--- config.mk ---
export PLATFORM = sky130hd
export DESIGN_NAME = peg_scorer
export DESIGN_NICKNAME = d
export VERILOG_FILES = /design/src/rtl/peg_scorer.sv
export SDC_FILE = /design/constraint.sdc
export NUM_CORES = 1
export LEC_CHECK = 0
export CAP_MARGIN = 20
export CELL_PAD_IN_SITES_DETAIL_PLACEMENT = 1
export CELL_PAD_IN_SITES_GLOBAL_PLACEMENT = 2
export CORE_MARGIN = 2
export CORE_UTILIZATION = 25
export CTS_BUF_LIST = sky130_fd_sc_hd__clkbuf_8
export CTS_CLUSTER_SIZE = 8
export DETAILED_ROUTE_END_ITERATION = 10
export PLACE_DENSITY_LB_ADDON = 0.1
export SLEW_MARGIN = 25
export SYNTH_ARGS = -nofsm -noshare
export SYNTH_HDL_FRONTEND = slang
export SYNTH_SLANG_ARGS = --single-unit
--- constraint.sdc ---
create_clock -name clk -period 2.05 [get_ports clk]
set_input_delay 0.41 -clock clk [delete_from_list [all_inputs] [get_ports clk]]
set_output_delay 0.41 -clock clk [all_outputs]
set_load 0.03 [all_outputs]
--- src/rtl/peg_scorer.sv ---
// Scoring datapath for a four-peg code-breaking game: holds the secret code and
// the current guess, scores one position per compare step and publishes results.
module peg_scorer #(
  parameter int COLOR_W   = 3,
  parameter int MAX_TURNS = 10,
  parameter int TURN_W    = 4
) (
  input  logic               clk,
  input  logic               resetn,
  input  logic [COLOR_W-1:0] data_in,
  input  logic               load_code_1,
  input  logic               load_code_2,
  input  logic               load_code_3,
  input  logic               load_code_4,
  input  logic               load_guess_1,
  input  logic               load_guess_2,
  input  logic               load_guess_3,
  input  logic               load_guess_4,
  input  logic               compare,
  input  logic [1:0]         compare_i,
  input  logic               reach_result_4,
  output logic [2:0]         black,
  output logic [2:0]         white,
  output logic               result_valid,
  output logic               win,
  output logic               game_over,
  output logic [TURN_W-1:0]  turn_count
);

  localparam logic [TURN_W-1:0] MaxTurns = TURN_W'(MAX_TURNS);

  logic [COLOR_W-1:0] code_q  [4];
  logic [COLOR_W-1:0] code_d  [4];
  logic [COLOR_W-1:0] guess_q [4];
  logic [COLOR_W-1:0] guess_d [4];

  logic [2:0]        accBlack_q, accBlack_d;
  logic [2:0]        accWhite_q, accWhite_d;
  logic [3:0]        used_q, used_d;
  logic [2:0]        black_q, black_d;
  logic [2:0]        white_q, white_d;
  logic              win_q, win_d;
  logic              gameOver_q, gameOver_d;
  logic              resultValid_q, resultValid_d;
  logic [TURN_W-1:0] turnCount_q, turnCount_d;

  logic [3:0]         loadCode;
  logic [3:0]         loadGuess;
  logic [3:0]         exact;
  logic [2:0]         baseBlack;
  logic [2:0]         baseWhite;
  logic [3:0]         baseUsed;
  logic [COLOR_W-1:0] pegGuess;
  logic               found;
  logic [1:0]         matchIdx;
  logic               doCompare;
  logic [TURN_W:0]    turnInc;

  assign loadCode  = {load_code_4, load_code_3, load_code_2, load_code_1};
  assign loadGuess = {load_guess_4, load_guess_3, load_guess_2, load_guess_1};

  always_comb begin
    exact = '0;
    for (int k = 0; k < 4; k++) begin
      exact[k] = (code_q[k] == guess_q[k]);
    end
  end

  // Step 0 starts a fresh evaluation, so the accumulators are scored from zero.
  always_comb begin
    baseBlack = (compare_i == 2'd0) ? 3'd0 : accBlack_q;
    baseWhite = (compare_i == 2'd0) ? 3'd0 : accWhite_q;
    baseUsed  = (compare_i == 2'd0) ? 4'd0 : used_q;
    pegGuess  = guess_q[compare_i];
    found     = 1'b0;
    matchIdx  = 2'd0;
    // Searching downward lets the lowest eligible code peg win.
    for (int j = 3; j >= 0; j--) begin
      if (!exact[j] && !baseUsed[j] && (code_q[j] == pegGuess)) begin
        found    = 1'b1;
        matchIdx = 2'(j);
      end
    end
  end

  assign doCompare = compare && !reach_result_4;
  assign turnInc   = {1'b0, turnCount_q} + {{TURN_W{1'b0}}, 1'b1};

  always_comb begin
    for (int k = 0; k < 4; k++) begin
      code_d[k]  = code_q[k];
      guess_d[k] = guess_q[k];
    end
    accBlack_d    = accBlack_q;
    accWhite_d    = accWhite_q;
    used_d        = used_q;
    black_d       = black_q;
    white_d       = white_q;
    win_d         = win_q;
    gameOver_d    = gameOver_q;
    resultValid_d = 1'b0;
    turnCount_d   = turnCount_q;

    for (int k = 0; k < 4; k++) begin
      if (loadCode[k]) begin
        code_d[k] = data_in;
      end
      if (loadGuess[k] && !gameOver_q) begin
        guess_d[k] = data_in;
      end
    end

    if (doCompare) begin
      accBlack_d = baseBlack;
      accWhite_d = baseWhite;
      used_d     = baseUsed;
      if (exact[compare_i]) begin
        accBlack_d = baseBlack + 3'd1;
      end else if (found) begin
        used_d[matchIdx] = 1'b1;
        accWhite_d       = baseWhite + 3'd1;
      end
    end

    if (reach_result_4) begin
      black_d       = accBlack_q;
      white_d       = accWhite_q;
      win_d         = (accBlack_q == 3'd4);
      resultValid_d = 1'b1;
      if (!gameOver_q) begin
        if (turnCount_q < MaxTurns) begin
          turnCount_d = turnInc[TURN_W-1:0];
        end
        gameOver_d = (accBlack_q == 3'd4) || (turnInc >= {1'b0, MaxTurns});
      end
    end

    // Loading the first code peg marks a new game and overrides any publish.
    if (load_code_1) begin
      turnCount_d = '0;
      win_d       = 1'b0;
      gameOver_d  = 1'b0;
      black_d     = 3'd0;
      white_d     = 3'd0;
    end
  end

  always_ff @(posedge clk or negedge resetn) begin
    if (!resetn) begin
      for (int k = 0; k < 4; k++) begin
        code_q[k]  <= '0;
        guess_q[k] <= '0;
      end
      accBlack_q    <= 3'd0;
      accWhite_q    <= 3'd0;
      used_q        <= 4'd0;
      black_q       <= 3'd0;
      white_q       <= 3'd0;
      win_q         <= 1'b0;
      gameOver_q    <= 1'b0;
      resultValid_q <= 1'b0;
      turnCount_q   <= '0;
    end else begin
      for (int k = 0; k < 4; k++) begin
        code_q[k]  <= code_d[k];
        guess_q[k] <= guess_d[k];
      end
      accBlack_q    <= accBlack_d;
      accWhite_q    <= accWhite_d;
      used_q        <= used_d;
      black_q       <= black_d;
      white_q       <= white_d;
      win_q         <= win_d;
      gameOver_q    <= gameOver_d;
      resultValid_q <= resultValid_d;
      turnCount_q   <= turnCount_d;
    end
  end

  assign black        = black_q;
  assign white        = white_q;
  assign win          = win_q;
  assign game_over    = gameOver_q;
  assign result_valid = resultValid_q;
  assign turn_count   = turnCount_q;

endmodule

Word level (Yosys, flattened, before mapping):

Cells that the tools add are included.

* register bits after elaboration: 47
* word-level logic and storage cells: 104

* $add $sub $neg: 3
* magnitude comparators: 6
* equal/unequal tests: 10
* mux-type cells: 37
* bitwise gates (word level): 2
* reductions and logical operators: 29

Operators with widths (number)
* $mux 3: 11
* $mux 4: 7
* $eq 3x3->1: 8
* $logic_and 1x1->1: 14
* $mux 1: 12
* $logic_not 1->1: 10
* $mux 2: 4
* $add 3x1->3 const B: 2
* $bmux 3 s2: 1
* $lt 2x3->1 const B: 2
* $add 4x1->5 const B: 1
* $ge 5x4->1 const B: 1
* $lt 4x4->1 const B: 1
* $or 4x4->4: 1
* $reduce_bool 2->1: 2
* $eq 3x3->1 const B: 1
* $ge 3x3->1 const B: 1
* $not 2->3: 1
* $reduce_and 3->1: 1
* $bmux 1 s2: 1
* $demux 1 s2: 1
* $ge 2x1->1 const B: 1
* $logic_not 2->1: 1
* $ne 2x2->1 const B: 1
* $logic_or 1x1->1: 1

Longest topological paths before layout:

* depth after elaboration: 17
* depth in mapped cells: 8
* mapped depth without buffers: 6

Least setup slack after synthesis:

OpenSTA, ideal clock, no wires.

* path type: input port to flip-flop
* start point: in compare_i[0]
* end point: reg accWhite_q[1]
* library setup time: 79 ps
* arrival: 1796 ps
* data required time: 1971 ps
* setup slack: 174 ps
* stages: 6
* buffers on the path: 0
* cell sequence: mux4_2 > xor2_1 > nor2_1 > nand4_1 > a31oi_2 > mux2i_1

* cells in the longest elaborated chain, start to end: 12

RTL lines
* from (decl): RTL line 20 `input logic [1:0] compare_i,`
* $not 2->3 (implied by the code): RTL line 74 `pegGuess = guess_q[compare_i];`
* $bmux 3 s2: RTL line 74
* $mux 3 (implied by the code) (2 in a row): RTL line 74
* $eq 3x3->1: RTL line 79 `if (!exact[j] && !baseUsed[j] && (code_q[j] == pegGuess)) begin`
* $logic_and 1x1->1: RTL line 79
* $mux 1 (4 in a row): RTL line 79
* $mux 3: RTL line 119 `end else if (found) begin`
* $mux 3 (*): RTL line 117 `if (exact[compare_i]) begin`
* to (signal assigned): RTL line 169 `accWhite_q <= accWhite_d;`
* to (decl): RTL line 38 `logic [2:0] accWhite_q, accWhite_d;`

Every way passes the cells marked *; elsewhere a longest branch is shown, timed or not. The select of a mux whose other input is x is not followed.
A chain may end at the register's enable or synchronous reset.

Worst setup path in the final report:

* start point: reg guess_q[1] (netlist name)
* end point: reg accWhite_q[1]

* cells in the longest elaborated chain, start to end: 11

RTL lines
* from (decl): RTL line 34 `logic [COLOR_W-1:0] guess_q [4];`
* from (signal, indexed assignment): RTL line 166 `guess_q[k] <= guess_d[k];`
* $bmux 3 s2: RTL line 74
* $mux 3 (implied by the code) (2 in a row): RTL line 74
* $eq 3x3->1: RTL line 79
* $logic_and 1x1->1: RTL line 79
* $mux 1 (4 in a row): RTL line 79
* $mux 3: RTL line 119
* $mux 3 (*): RTL line 117

Marks and branches as above.

==> results summary <==
The flow ran to the end, and the final reports show no timing, DRC or antenna violations. The logic depth of the worst register-to-register path is 6. Of the available clock period, the critical path in the final layout requires 96.4%. The signal on the critical path passes through mux4_2 > xnor2_1 > nand4_1 > and2_4 > a31oi_2 > mux2i_1. IR analysis of the VDD net gives a maximum drop of 0.000245 V. The critical path ends at accWhite_q[1]. After detailed routing, the average wire length per cell comes to 16.0 um. The post-synthesis to final-layout area growth is 29.6%. In the synthesized netlist the dominant register cell turns out to be sky130_fd_sc_hd__dfrtp_1. The number of max-slew violations in the final report came out at 0. For the final database, setup skew stands at 4.59 ps.

The post-CTS setup repair buffer count is 0. The overall routed net length came out at 6490 um. The final weighted congestion in routability-driven placement is 0.729. The portion of synthesized cell area occupied by the leading cell type came out at 47.0%.

sky130_fd_sc_hd__dfrtp_1 is the most common cell in the netlist. After the last flow step, the layout net total stands at 292. The number of buffers added by the clock tree synthesis step is 5. Cells fill 33.4% of the core in the end. After floorplanning, the core was divided into 36 placement rows.

The highest achievable clock rate is 506 MHz. By count the netlist is led by sky130_fd_sc_hd__dfrtp_1, sky130_fd_sc_hd__mux2_2, sky130_fd_sc_hd__xnor2_1. The average vias per placed instance is 4.35. The TritonCTS sink count came out at 47. The post-synthesis sequential element count came out at 47.

The setup TNS is 0 ps. The number of vias in the routed layout came out at 1761. The CTS tree is yes. The critical path crosses 6 cells after its start point.

The chip height is 104 um. After floorplanning, the core was sized to cover 0.00973 sq mm. The cell sitting at the root of the clock tree is a sky130_fd_sc_hd__clkbuf_8. The instance count after placement with tap cells included is 397. The clock passes through at most 2 buffers.

Tracing the worst setup path back leads to its startpoint at guess_q[1]. The setup-violating endpoint count in the final report is 0. Broken down by cell family, the worst path's largest delay share belongs to multiplexers. The required time of the worst setup path came out at 2280 ps. The type of the tightest min-delay check is in -> async. The I/O pin count came out at 30. The slew at the pin closest to its max-slew limit is 474 ps. The worst relative slew slack came out at 68.4%. Yosys attributes the largest share of cell area to sky130_fd_sc_hd__dfrtp_1, sky130_fd_sc_hd__mux2_2, sky130_fd_sc_hd__xnor2_1, sky130_fd_sc_hd__mux2i_1, sky130_fd_sc_hd__xor2_1. Synthesis handed over a netlist of 216 instances. The critical path class is reg -> reg. The most area-hungry cell type in the Yosys netlist is sky130_fd_sc_hd__dfrtp_1. The overall track demand over capacity in global routing is 12.9%.

The leakage component of the power is 0.00135 uW. The shortest period the worst path allows came out at 1980 ps. The maximum number of pins on one net before global-route repair is 31. The count of warnings emitted by yosys came out at 0. The number of standard cells in the layout, taps in and fillers out came out at 405. The initial utilization of the core area, before any placement, comes to 25.7%. STA classifies the critical path startpoint as a register. The port buffer count is 29. The sequential fraction of the synthesis area came out at 47.0%.

Across all register-to-register paths, the minimum setup slack is 70 ps. The source-to-sink clock delay at the later pin of the worst-skew pair is 300 ps. The filler cell count in the final layout came out at 1104.

The final worst slack is 73.7 ps. Across all hold checks on the routed design, the worst slack comes to 55.4 ps. In this run, post-CTS hold repair placed 0 buffers. The starting DRC count in detailed routing came out at 18.

The mean instance size in the synthesized netlist is 11.6 sq um. The number of antenna violations at the first check in global routing came out at 0. The count of unique library cells instantiated by Yosys came out at 39. The clock-pin slew on the worst setup and hold paths is 90 ps. The largest fanout on the critical path is 4. Among all stages on the critical path, the largest delay is contributed by sky130_fd_sc_hd__mux4_2. The post-synthesis instance area is 0.00250 sq mm. The data arrival at the endpoint of the critical path came out at 2200 ps. In this run the critical register-to-register path is captured at accWhite_q[1]. The share of async-settable or async-resettable flops after synthesis came out at 100%. The power per cell area came out at 841 mW/mm^2. The HPWL reported at the end of detailed placement came out at 5190 um.

The clock tree synthesis step divided the H-tree into 2 levels. The die area came out at 0.0108 sq mm. The remaining design rule violation count came out at 0.

The fraction of layout cells with a size suffix above 1 came out at 25.4%. The largest stage delay on the critical path is 560 ps. From left edge to right edge, the die measures 104 um. The number of buffers and inverters on the critical path came out at 0. The worst register-to-register path begins at guess_q[1].

The number of antenna diodes in the final layout is 0. STA classifies the critical path endpoint as a register. Setup repair after global routing could not meet its margin everywhere. The post-route antenna net violation count came out at 0.

The via count of the first global-routing pass came out at 2006. The wire length of the first global-routing pass came out at 11100 um. The number of max-cap violations came out at 0. Prior to clock tree synthesis, the placed netlist has a worst setup slack of -713 ps.

In this run, synthesis inferred 0 flip-flops with an integrated enable. The number of nets in the synthesized netlist came out at 237. The number of optimization iterations in the first detailed-route pass came out at 4.

The hold violation count in the final report came out at 0. The total overflow reported by the global router came out at 0.
-- power by group --
group	switching, uW	internal (uW)
clock network	319	395
logic	383	414
registers	140	1080
-- final cells by class --
class	instances	area (sq um)	share of cell area (%)
Multi-Input combinational cell	160	1290	39.9
Sequential cell	47	1180	36.3
Timing Repair Buffer	54	479	14.8
Tap cell	133	166	5.13
Clock buffer	6	82.6	2.54
Clock inverter	2	35.0	1.08
Inverter	3	11.3	0.347
-- through the flow --
stage | cell area (sq um) | total power (uW)
final | 3250 | 2730
after global routing | 3250 | 2930
after floorplan | 2500 | 1720
after CTS | 3240 | 2780
after detailed placement | 3120 | 2050
after global placement | 3120 | 2050
-- worst min path at each step --
stage,startpoint,slack (ps),cells after the start,end
6_report,resetn,60,1,white[2]
5_1_grt,resetn,90,1,white[2]
4_1_cts,resetn,60,1,white[2]
3_5_place_dp,resetn,390,1,white[2]
3_3_place_gp,resetn,390,1,white[2]
2_1_floorplan,resetn,110,0,accBlack_q[0]
-- cell families after synthesis --
group | after synthesis | synth area share, %
adders and majority gates | 4 | 2.00
and+or+nand+nor | 59 | 11.9
AOI/OAI and AO/OA | 23 | 6.70
DFF | 47 | 47.0
xor gates and xnor gates | 33 | 11.5
muxes | 41 | 19.1
buffers and inverters | 9 | 1.70
-- layout by cell type, fill, tap and decap left out, types with 6 or more instances in the layout --
cell and n:
sky130_fd_sc_hd__buf_4 24, sky130_fd_sc_hd__clkbuf_8 6, sky130_fd_sc_hd__clkdlybuf4s50_1 26, sky130_fd_sc_hd__dfrtp_1 46, sky130_fd_sc_hd__mux2_2 25, sky130_fd_sc_hd__mux2i_1 12
sky130_fd_sc_hd__nand2_1 13, sky130_fd_sc_hd__nor2_1 15, sky130_fd_sc_hd__nor2b_1 6, sky130_fd_sc_hd__xnor2_1 23, sky130_fd_sc_hd__xor2_1 10
-- worst register-to-register path, stage by stage (launching register included) --
cell                      delay [ps]
sky130_fd_sc_hd__dfrtp_1         410
sky130_fd_sc_hd__mux4_2          560
sky130_fd_sc_hd__xnor2_1         180
sky130_fd_sc_hd__nand4_1         130
sky130_fd_sc_hd__and2_4          200
sky130_fd_sc_hd__a31oi_2         240
sky130_fd_sc_hd__mux2i_1         200
-- routing by layer --
layer,routed length (um),GRT usage [%]
met2,2980,20.3
met1,3310,18.6
met4,53,2.90
met5,0,0
met3,149,2.07
-- registers in the layout, summed over array words and instances, names as in the netlist --
name	cells
accWhite_q	3
black	3
white	3
result_valid	1
accBlack_q	3
used_q	4
guess_q	12
win	1
game_over	1
turn_count	4
code_q	12
-- timing repair --
item / CTS / global route
pin swaps: 0 / 4
hold endpoints to repair: 0 / 0
gates resized for setup: 4 / 5
setup endpoints to repair: 8 / 6
Power figures use the tool's default switching activity.
